## config.mk

```make
export PLATFORM = sky130hd
export DESIGN_NAME = jk_reg_counter
export DESIGN_NICKNAME = d
export VERILOG_FILES = /design/src/rtl/jk_pkg.sv /design/src/rtl/jk_cell.sv /design/src/rtl/jk_reg_counter.sv
export SDC_FILE = /design/constraint.sdc
export NUM_CORES = 1
export LEC_CHECK = 0
export ABC_AREA = 1
export CORE_MARGIN = 3
export CORE_UTILIZATION = 38
export DETAILED_ROUTE_END_ITERATION = 16
export PLACE_DENSITY = 0.79
export SLEW_MARGIN = 20
export SYNTH_ARGS = -nofsm -noshare
export SYNTH_HDL_FRONTEND = slang
export SYNTH_SLANG_ARGS = --single-unit
```

## constraint.sdc

```tcl
create_clock -name clk -period 1.86 [get_ports clk]
set_input_delay 0.186 -clock clk [delete_from_list [all_inputs] [get_ports clk]]
set_output_delay 0.186 -clock clk [all_outputs]
set_load 0.03 [all_outputs]
```

## src/rtl/jk_pkg.sv

```systemverilog
`default_nettype none
// ============================================================================
// jk_pkg : mode encodings shared by the JK register/counter
// Rev 1.0
// ============================================================================
package jk_pkg;

  localparam logic [1:0] MODE_JK = 2'b00;
  localparam logic [1:0] MODE_UP = 2'b01;
  localparam logic [1:0] MODE_DN = 2'b10;
  localparam logic [1:0] MODE_LD = 2'b11;

endpackage : jk_pkg
`default_nettype wire

```

## src/rtl/jk_cell.sv

```systemverilog
`default_nettype none
// ============================================================================
// jk_cell : combinational next-state of a single JK bit
// Rev 1.0
// ============================================================================
module jk_cell (
  input  logic i_j,
  input  logic i_k,
  input  logic i_q,
  output logic o_q_next
);

  always_comb begin
    o_q_next = i_q;
    case ({i_j, i_k})
      2'b00:   o_q_next = i_q;
      2'b01:   o_q_next = 1'b0;
      2'b10:   o_q_next = 1'b1;
      default: o_q_next = ~i_q;
    endcase
  end

endmodule : jk_cell
`default_nettype wire

```

## src/rtl/jk_reg_counter.sv

```systemverilog
`default_nettype none
// ============================================================================
// jk_reg_counter : WIDTH-bit JK register with up/down count, load and preset
// Rev 1.0
// ============================================================================
module jk_reg_counter
  import jk_pkg::*;
#(
  parameter int               WIDTH   = 8,
  parameter logic [WIDTH-1:0] RST_VAL = '0,
  parameter bit               WRAP    = 1'b1
) (
  input  logic             clk,
  input  logic             clr,
  input  logic             en,
  input  logic [1:0]       mode,
  input  logic [WIDTH-1:0] j,
  input  logic [WIDTH-1:0] k,
  input  logic [WIDTH-1:0] d,
  input  logic             pr_en,
  input  logic [WIDTH-1:0] pr,
  input  logic             ovf_clr,
  output logic [WIDTH-1:0] q,
  output logic [WIDTH-1:0] nq,
  output logic             tc,
  output logic             ovf
);

  logic [WIDTH-1:0] r_q;
  logic             r_ovf;
  logic [WIDTH-1:0] w_up_t;
  logic [WIDTH-1:0] w_dn_t;
  logic [WIDTH-1:0] w_j;
  logic [WIDTH-1:0] w_k;
  logic [WIDTH-1:0] w_q_next;
  logic             w_term;
  logic             w_hold_sat;

  // Toggle chain: a bit flips when every lower bit is 1 (up) or 0 (down)
  assign w_up_t[0] = 1'b1;
  assign w_dn_t[0] = 1'b1;
  generate
    for (genvar gi = 1; gi < WIDTH; gi++) begin : g_chain
      assign w_up_t[gi] = w_up_t[gi-1] &  r_q[gi-1];
      assign w_dn_t[gi] = w_dn_t[gi-1] & ~r_q[gi-1];
    end
  endgenerate

  // Load is expressed as J=d, K=~d so every mode goes through the cells
  always_comb begin
    w_j = j;
    w_k = k;
    case (mode)
      MODE_UP: begin w_j = w_up_t; w_k = w_up_t; end
      MODE_DN: begin w_j = w_dn_t; w_k = w_dn_t; end
      MODE_LD: begin w_j = d;      w_k = ~d;     end
      default: begin w_j = j;      w_k = k;      end
    endcase
  end

  generate
    for (genvar gi = 0; gi < WIDTH; gi++) begin : g_cell
      jk_cell u_cell (
        .i_j      (w_j[gi]),
        .i_k      (w_k[gi]),
        .i_q      (r_q[gi]),
        .o_q_next (w_q_next[gi])
      );
    end
  endgenerate

  assign w_term     = ((mode == MODE_UP) && (&r_q)) || ((mode == MODE_DN) && (r_q == '0));
  assign w_hold_sat = w_term && (WRAP == 1'b0);

  always_ff @(posedge clk) begin
    if (clr) begin
      r_q   <= RST_VAL;
      r_ovf <= 1'b0;
    end else begin
      if (pr_en) begin
        r_q <= r_q | pr;
      end else if (en && !w_hold_sat) begin
        r_q <= w_q_next;
      end
      // A wrap/saturate event outranks a simultaneous clear request
      if (!pr_en && en && w_term) begin
        r_ovf <= 1'b1;
      end else if (ovf_clr) begin
        r_ovf <= 1'b0;
      end
    end
  end

  assign q   = r_q;
  assign nq  = ~r_q;
  assign tc  = en & w_term;
  assign ovf = r_ovf;

endmodule : jk_reg_counter
`default_nettype wire

```

# After elaboration in Yosys (flattened, before gate mapping)
# Index checks and enable logic that the tools add are counted.
[op_classes]
n_mux = 14
n_eq_ne = 27
n_bitwise = 24
div = 0
n_reduce_logical = 26
magnitude_cmp = 0
mul = 0
shifts = 0
add_sub_neg = 0
[op_table]
columns = ["op", "n"]
rows = [
  ["$pmux 8 s3", 2],
  ["$pmux 1 s3", 8],
  ["$eq 2x2->1 const B", 10],
  ["$eq 2x1->1 const B", 9],
  ["$logic_not 2->1", 8],
  ["$mux 8", 2],
  ["$ne 2x2->1 const B", 8],
  ["$not 8->8", 2],
  ["$reduce_and 2->1", 8],
  ["$and 1x1->1", 13],
  ["$logic_not 8->1", 1],
  ["$not 1->1", 8],
  ["$or 8x8->8", 1],
  ["$reduce_and 8->1", 1],
  ["$logic_and 1x1->1", 4],
  ["$reduce_bool 2->1", 2],
  ["$mux 1", 2],
  ["$logic_not 1->1", 1],
  ["$logic_or 1x1->1", 1],
]
[totals]
n_memories = 0
romBits = 0
ram_bits = 0
latch_bits = 0
ff_bits = 9
elab_cells = 100
inputBits = 39
out_inout_bits = 18

# Logic depth before layout (Yosys ltp)
[logic_depth]
word_depth = 12
ltp_mapped = 12
ltp_nobuf = 12

# Cells and area by module
# From an unflattened synthesis, not the netlist that was laid out.
[unflattened]
cells_unflattened = 177
area_unflattened_um2 = 955.9
[modules_own_cells]
columns = ["mod", "cells_per_inst", "instances", "area_per_inst_um2", "seq_area_each_um2"]
rows = [
  ["jk_reg_counter", 137, 1, 805.8, 180.2],
  ["jk_cell", 5, 8, 18.8, 0.0],
]

# Worst setup path after synthesis
# OpenSTA, ideal clock, no wires.
[synth_path]
path_type = "flip-flop to flip-flop"
startpoint = "register r_q[0] (netlist: q[0])"
endpoint = "register r_q[1] (netlist: q[1])"
setup_ns = 0.128
arrival_time_ns = 1.611
synth_period_minus_slack_ns = 1.739
t_required_ns = 1.732
path_stages_with_launch = 11
setup_slack_ns = 0.121
cell_sequence = "dfxtp_1 > inv_1 > nand2_1 > o21ai_0 > o22ai_1 > inv_1 > ha_1 > nor2_1 > a21oi_1 > o211ai_1 > a21oi_1"
[synth_between]
elab_chain_cells = 6
elab_cells_between_ends = 11
classes_between = "eq/ne (3); mux (5); bitwise (1); reduce/logical (2)"
[synth_rtl]
columns = ["element", "line_no", "text"]
rows = [
  ["start: declaration", "jk_reg_counter.sv:29", "logic [WIDTH-1:0] r_q;"],
  ["start signal: assignment", "jk_reg_counter.sv:81", "r_q <= r_q | pr;"],
  ["start signal: assignment", "jk_reg_counter.sv:83", "r_q <= w_q_next;"],
  ["$not 1->1", "jk_reg_counter.sv:45", "assign w_dn_t[gi] = w_dn_t[gi-1] & ~r_q[gi-1];"],
  ["$pmux 8 s3", "jk_reg_counter.sv:53", "case (mode)"],
  ["$eq 2x2->1 (tied with other cells)", "jk_cell.sv:15", "case ({i_j, i_k})"],
  ["$pmux 1 s3", "jk_cell.sv:15", ""],
  ["$mux 8", "jk_reg_counter.sv:82", "end else if (en && !w_hold_sat) begin"],
  ["$mux 8", "jk_reg_counter.sv:80", "if (pr_en) begin"],
]
# Several ways; a longest one is shown, not always the timed one. The select of a mux whose other input is x is not followed.
# A chain may end at the register's enable or synchronous reset.

# Worst setup path after layout
[layout_path]
startpoint = "register r_q[1] (netlist: q[1])"
endpoint = "register r_q[7] (netlist: q[7])"
[layout_between]
elab_chain_cells = 12
elab_cells_between_ends = 23
classes_between = "eq/ne (3); mux (5); bitwise (13); reduce/logical (2)"
[layout_rtl]
columns = ["element", "line_no"]
rows = [
  ["$not 1->1", "jk_reg_counter.sv:45"],
  ["$and 1x1->1 (6 in a row)", "jk_reg_counter.sv:45"],
  ["$pmux 8 s3", "jk_reg_counter.sv:53"],
  ["$eq 2x2->1 (tied with other cells)", "jk_cell.sv:15"],
  ["$pmux 1 s3", "jk_cell.sv:15"],
  ["$mux 8", "jk_reg_counter.sv:82"],
  ["$mux 8", "jk_reg_counter.sv:80"],
]
# Several ways; a longest one is shown, not always the timed one. The select of a mux whose other input is x is not followed.

==> results.py <==
metrics = {
    "timing": {
        "relSlewSlack_pct": 75.1,
        "setup-tns-final_ps": -20.9,
        "final-setup-viol-count": 1,
        "rsz0062_at_grt": "true",
        "fin_crit_ps": 1880,
        "fin_skew_ps": 3.69,
        "worst_pin_slew_ps": 372,
        "fmax_mhz": 532,
        "hold_violations": 0,
        "fin_ws_ps": -20.9,
        "worst_hold_slack_ps": 469,
        "period_share_pct": 101,
        "drv_slew": 0,
    },
    "logic_synthesis": {
        "syn-cell-area_mm2": 0.00129,
        "synth.yosys.seq_area_share_pct": 14.0,
        "synth_cell_types": 26,
        "async_flop_share_pct": 0,
        "synth_common_cells": "nand2_1 (32), nor2_1 (28), inv_1 (27)",
        "netlist_instances": 207,
        "synth_nets": 262,
        "synthTopCellsByArea": "ha_1 (16%), dfxtp_1 (14%), nand2_1 (9.3%)",
        "synth_top_area_share_pct": 15.5,
        "synth_edf_count": 0,
        "synth-main-ff-cell": "dfxtp_1",
        "ys_ff_latch": 9,
        "syn_avg_cell_area_um2": 6.22,
        "ys_warn_count": 0,
        "yosysMostFrequentCell": "nand2_1",
        "synth_top_area_cell": "ha_1",
    },
    "finish": {
        "area_growth_pct": 62.0,
        "stdcell_count": 319,
        "final_util_pct": 66.2,
        "fin_nets": 331,
        "final_area_mm2": 0.00209,
        "diodes": 0,
        "nFillCells": 277,
        "drive_above_1_share_pct": 20.7,
    },
    "global_route": {
        "track_usage_pct": 18.7,
        "grt-ovfl-total": 0,
        "antenna_found_initial": 0,
        "grt_pass1_vias": 1452,
        "grt_max_degree": 21,
        "grt_pass1_wl_mm": 6.17,
    },
    "floorplan": {
        "die_width_um": 64.2,
        "fp.dieH_um": 64.2,
        "die_area_mm2": 0.00412,
        "initial_core_util_pct": 40.8,
        "ioPinCount": 57,
        "core_region_area_mm2": 0.00315,
        "rows": 20,
    },
    "clock_network": {
        "clkSlewWorstSetupHoldPaths_ps": 70,
        "clockBufferDepth": 2,
        "cts_buffers": 3,
        "htree_levels": 1,
        "clk-insertion-delay-late_ps": 280,
        "hold_buffers": 0,
        "clockRootBuffer": "clkbuf_4",
        "cts_tree": "yes",
        "cts_sinks": 9,
    },
    "detailed_routing": {
        "wl_mm": 4.07,
        "dr.pass1.iters": 4,
        "ant_nets": 0,
        "wl_per_cell_um": 12.8,
        "drtIter0Drc": 87,
        "drc": 0,
        "via_per_inst": 4.96,
        "vias": 1583,
    },
    "worst_hold_path": {
        "hp-start": "ovf",
        "holdPathEnd": "ovf",
        "hold_depth": 2,
        "min_path_type": "reg -> reg",
    },
    "placement": {
        "dp_hpwl_mm": 3.11,
        "placed_cells": 314,
        "placed_cell_area_mm2": 0.00196,
        "place_congestion": 0.879,
        "io_buffers": 56,
    },
    "run": {
        "cap_violations": 0,
    },
    "power_and_ir_drop": {
        "p_clk_share_pct": 16.0,
        "power.leakage_nw": 0.955,
        "pwr-share-comb_pct": 60.5,
        "power.switching_w": 0.000467,
        "p_per_area_mw_per_mm2": 516,
        "p_int_w": 0.000609,
        "p_sw_share_pct": 43.4,
        "p_seq_share_pct": 23.5,
        "ir_drop_mv": 0.319,
    },
    "critical_path": {
        "timing.rr.start": "q[1]",
        "timing.rr.end": "q[7]",
        "worstPathRequired_ps": 2010,
        "endpoint_kind": "flip-flop",
        "worstSetupStartpointType": "flip-flop",
        "critical_path_class": "reg -> reg",
        "reg2reg_slack_ps": -20,
        "ff2ff_path_depth": 12,
        "arrival_ps": 2040,
        "cp_max_fo": 4,
    },
    "run_status": {
        "status": "finished with violations",
        "violations": "setup timing",
    },
}
[per-stage QoR]
step	setup WS (ps)	power, W
after floorplan	121	0.000619
after global placement	-375	0.000846
after detailed placement	-427	0.000861
after CTS	20.7	0.00104
after global routing	-159	0.00115
final	-20.9	0.00108
[layout make-up]
class / instances / area [um2] / area share (%)
timing repair buffer: 77 / 713 / 34.2
inverter: 29 / 111 / 5.34
tap: 44 / 55.1 / 2.64
sequential: 9 / 191 / 9.18
clock buffer: 4 / 26.3 / 1.26
multi-input combinational: 156 / 988 / 47.4
[power groups by stage]
stage | Clock, W | Sequential, W | Combinational (W)
2_1_floorplan | 0 | 0.000246 | 0.000373
3_3_place_gp | 0 | 0.000246 | 0.000600
3_5_place_dp | 0 | 0.000247 | 0.000615
4_1_cts | 0.000174 | 0.000244 | 0.000620
5_1_grt | 0.000185 | 0.000256 | 0.000713
6_report | 0.000172 | 0.000253 | 0.000650
[per-layer routing]
metal	up-vias	GRT usage (%)	share of wire (%)
met2	48	33.3	49
met3	7	3.87	5.4
met5	-	0	0
li1	815	-	-
met1	713	21.6	45
met4	0	7.39	1.2
[state kept, by name (all words and copies together) (netlist names)]
name,flops
q,8
ovf,1
[cell families after synthesis]
group / count (synthesis) / synth area share (%)
buffers and inverters: 42 / 15.5
DFF: 9 / 14.0
and+or+nand+nor: 79 / 26.6
adders and majority gates: 16 / 15.5
AOI/OAI and AO/OA: 61 / 28.3
[timing repair]
action | in CTS | in global routing
gates resized for setup | 10 | 24
pin swaps | 0 | 5
setup buffers | 0 | 1
setup endpoints to repair | 8 | 7
[worst max-delay path, stage by stage, from the launching register on]
cell and delay, ps:
dfxtp_4 380, nor2_4 100, nand2_2 80, nor2_4 130, nand2_2 90, o21ai_4 180
nor2_1 60, nor2_1 100, ha_1 250, nor2_1 100, a21oi_1 50, o211ai_1 160
a21oi_1 80
[how the worst max path moves through the flow]
stage,startpoint,end,slack (ps),cells after the start
finish,q[1],q[7],-20,12
global route,q[1],q[7],-160,12
CTS,q[1],q[7],20,11
detailed placement,mode[1],q[4],-430,11
global placement,mode[1],q[6],-370,11
floorplan,q[0],q[1],120,10
[layout by cell type, fill, tap and decap left out, types with 4 or more instances in the layout]
cell type	n
clkdlybuf4s50_1	53
nand2_1	29
inv_1	26
nor2_1	24
a21oi_1	23
buf_4	22
ha_1	16
o21ai_0	10
o211ai_1	7
o22ai_1	6
or2_0	6
nand2_2	5
o21ai_2	4
o22ai_2	4
o21ai_1	4
dfxtp_1	4
Power figures use the tool's default switching activity.
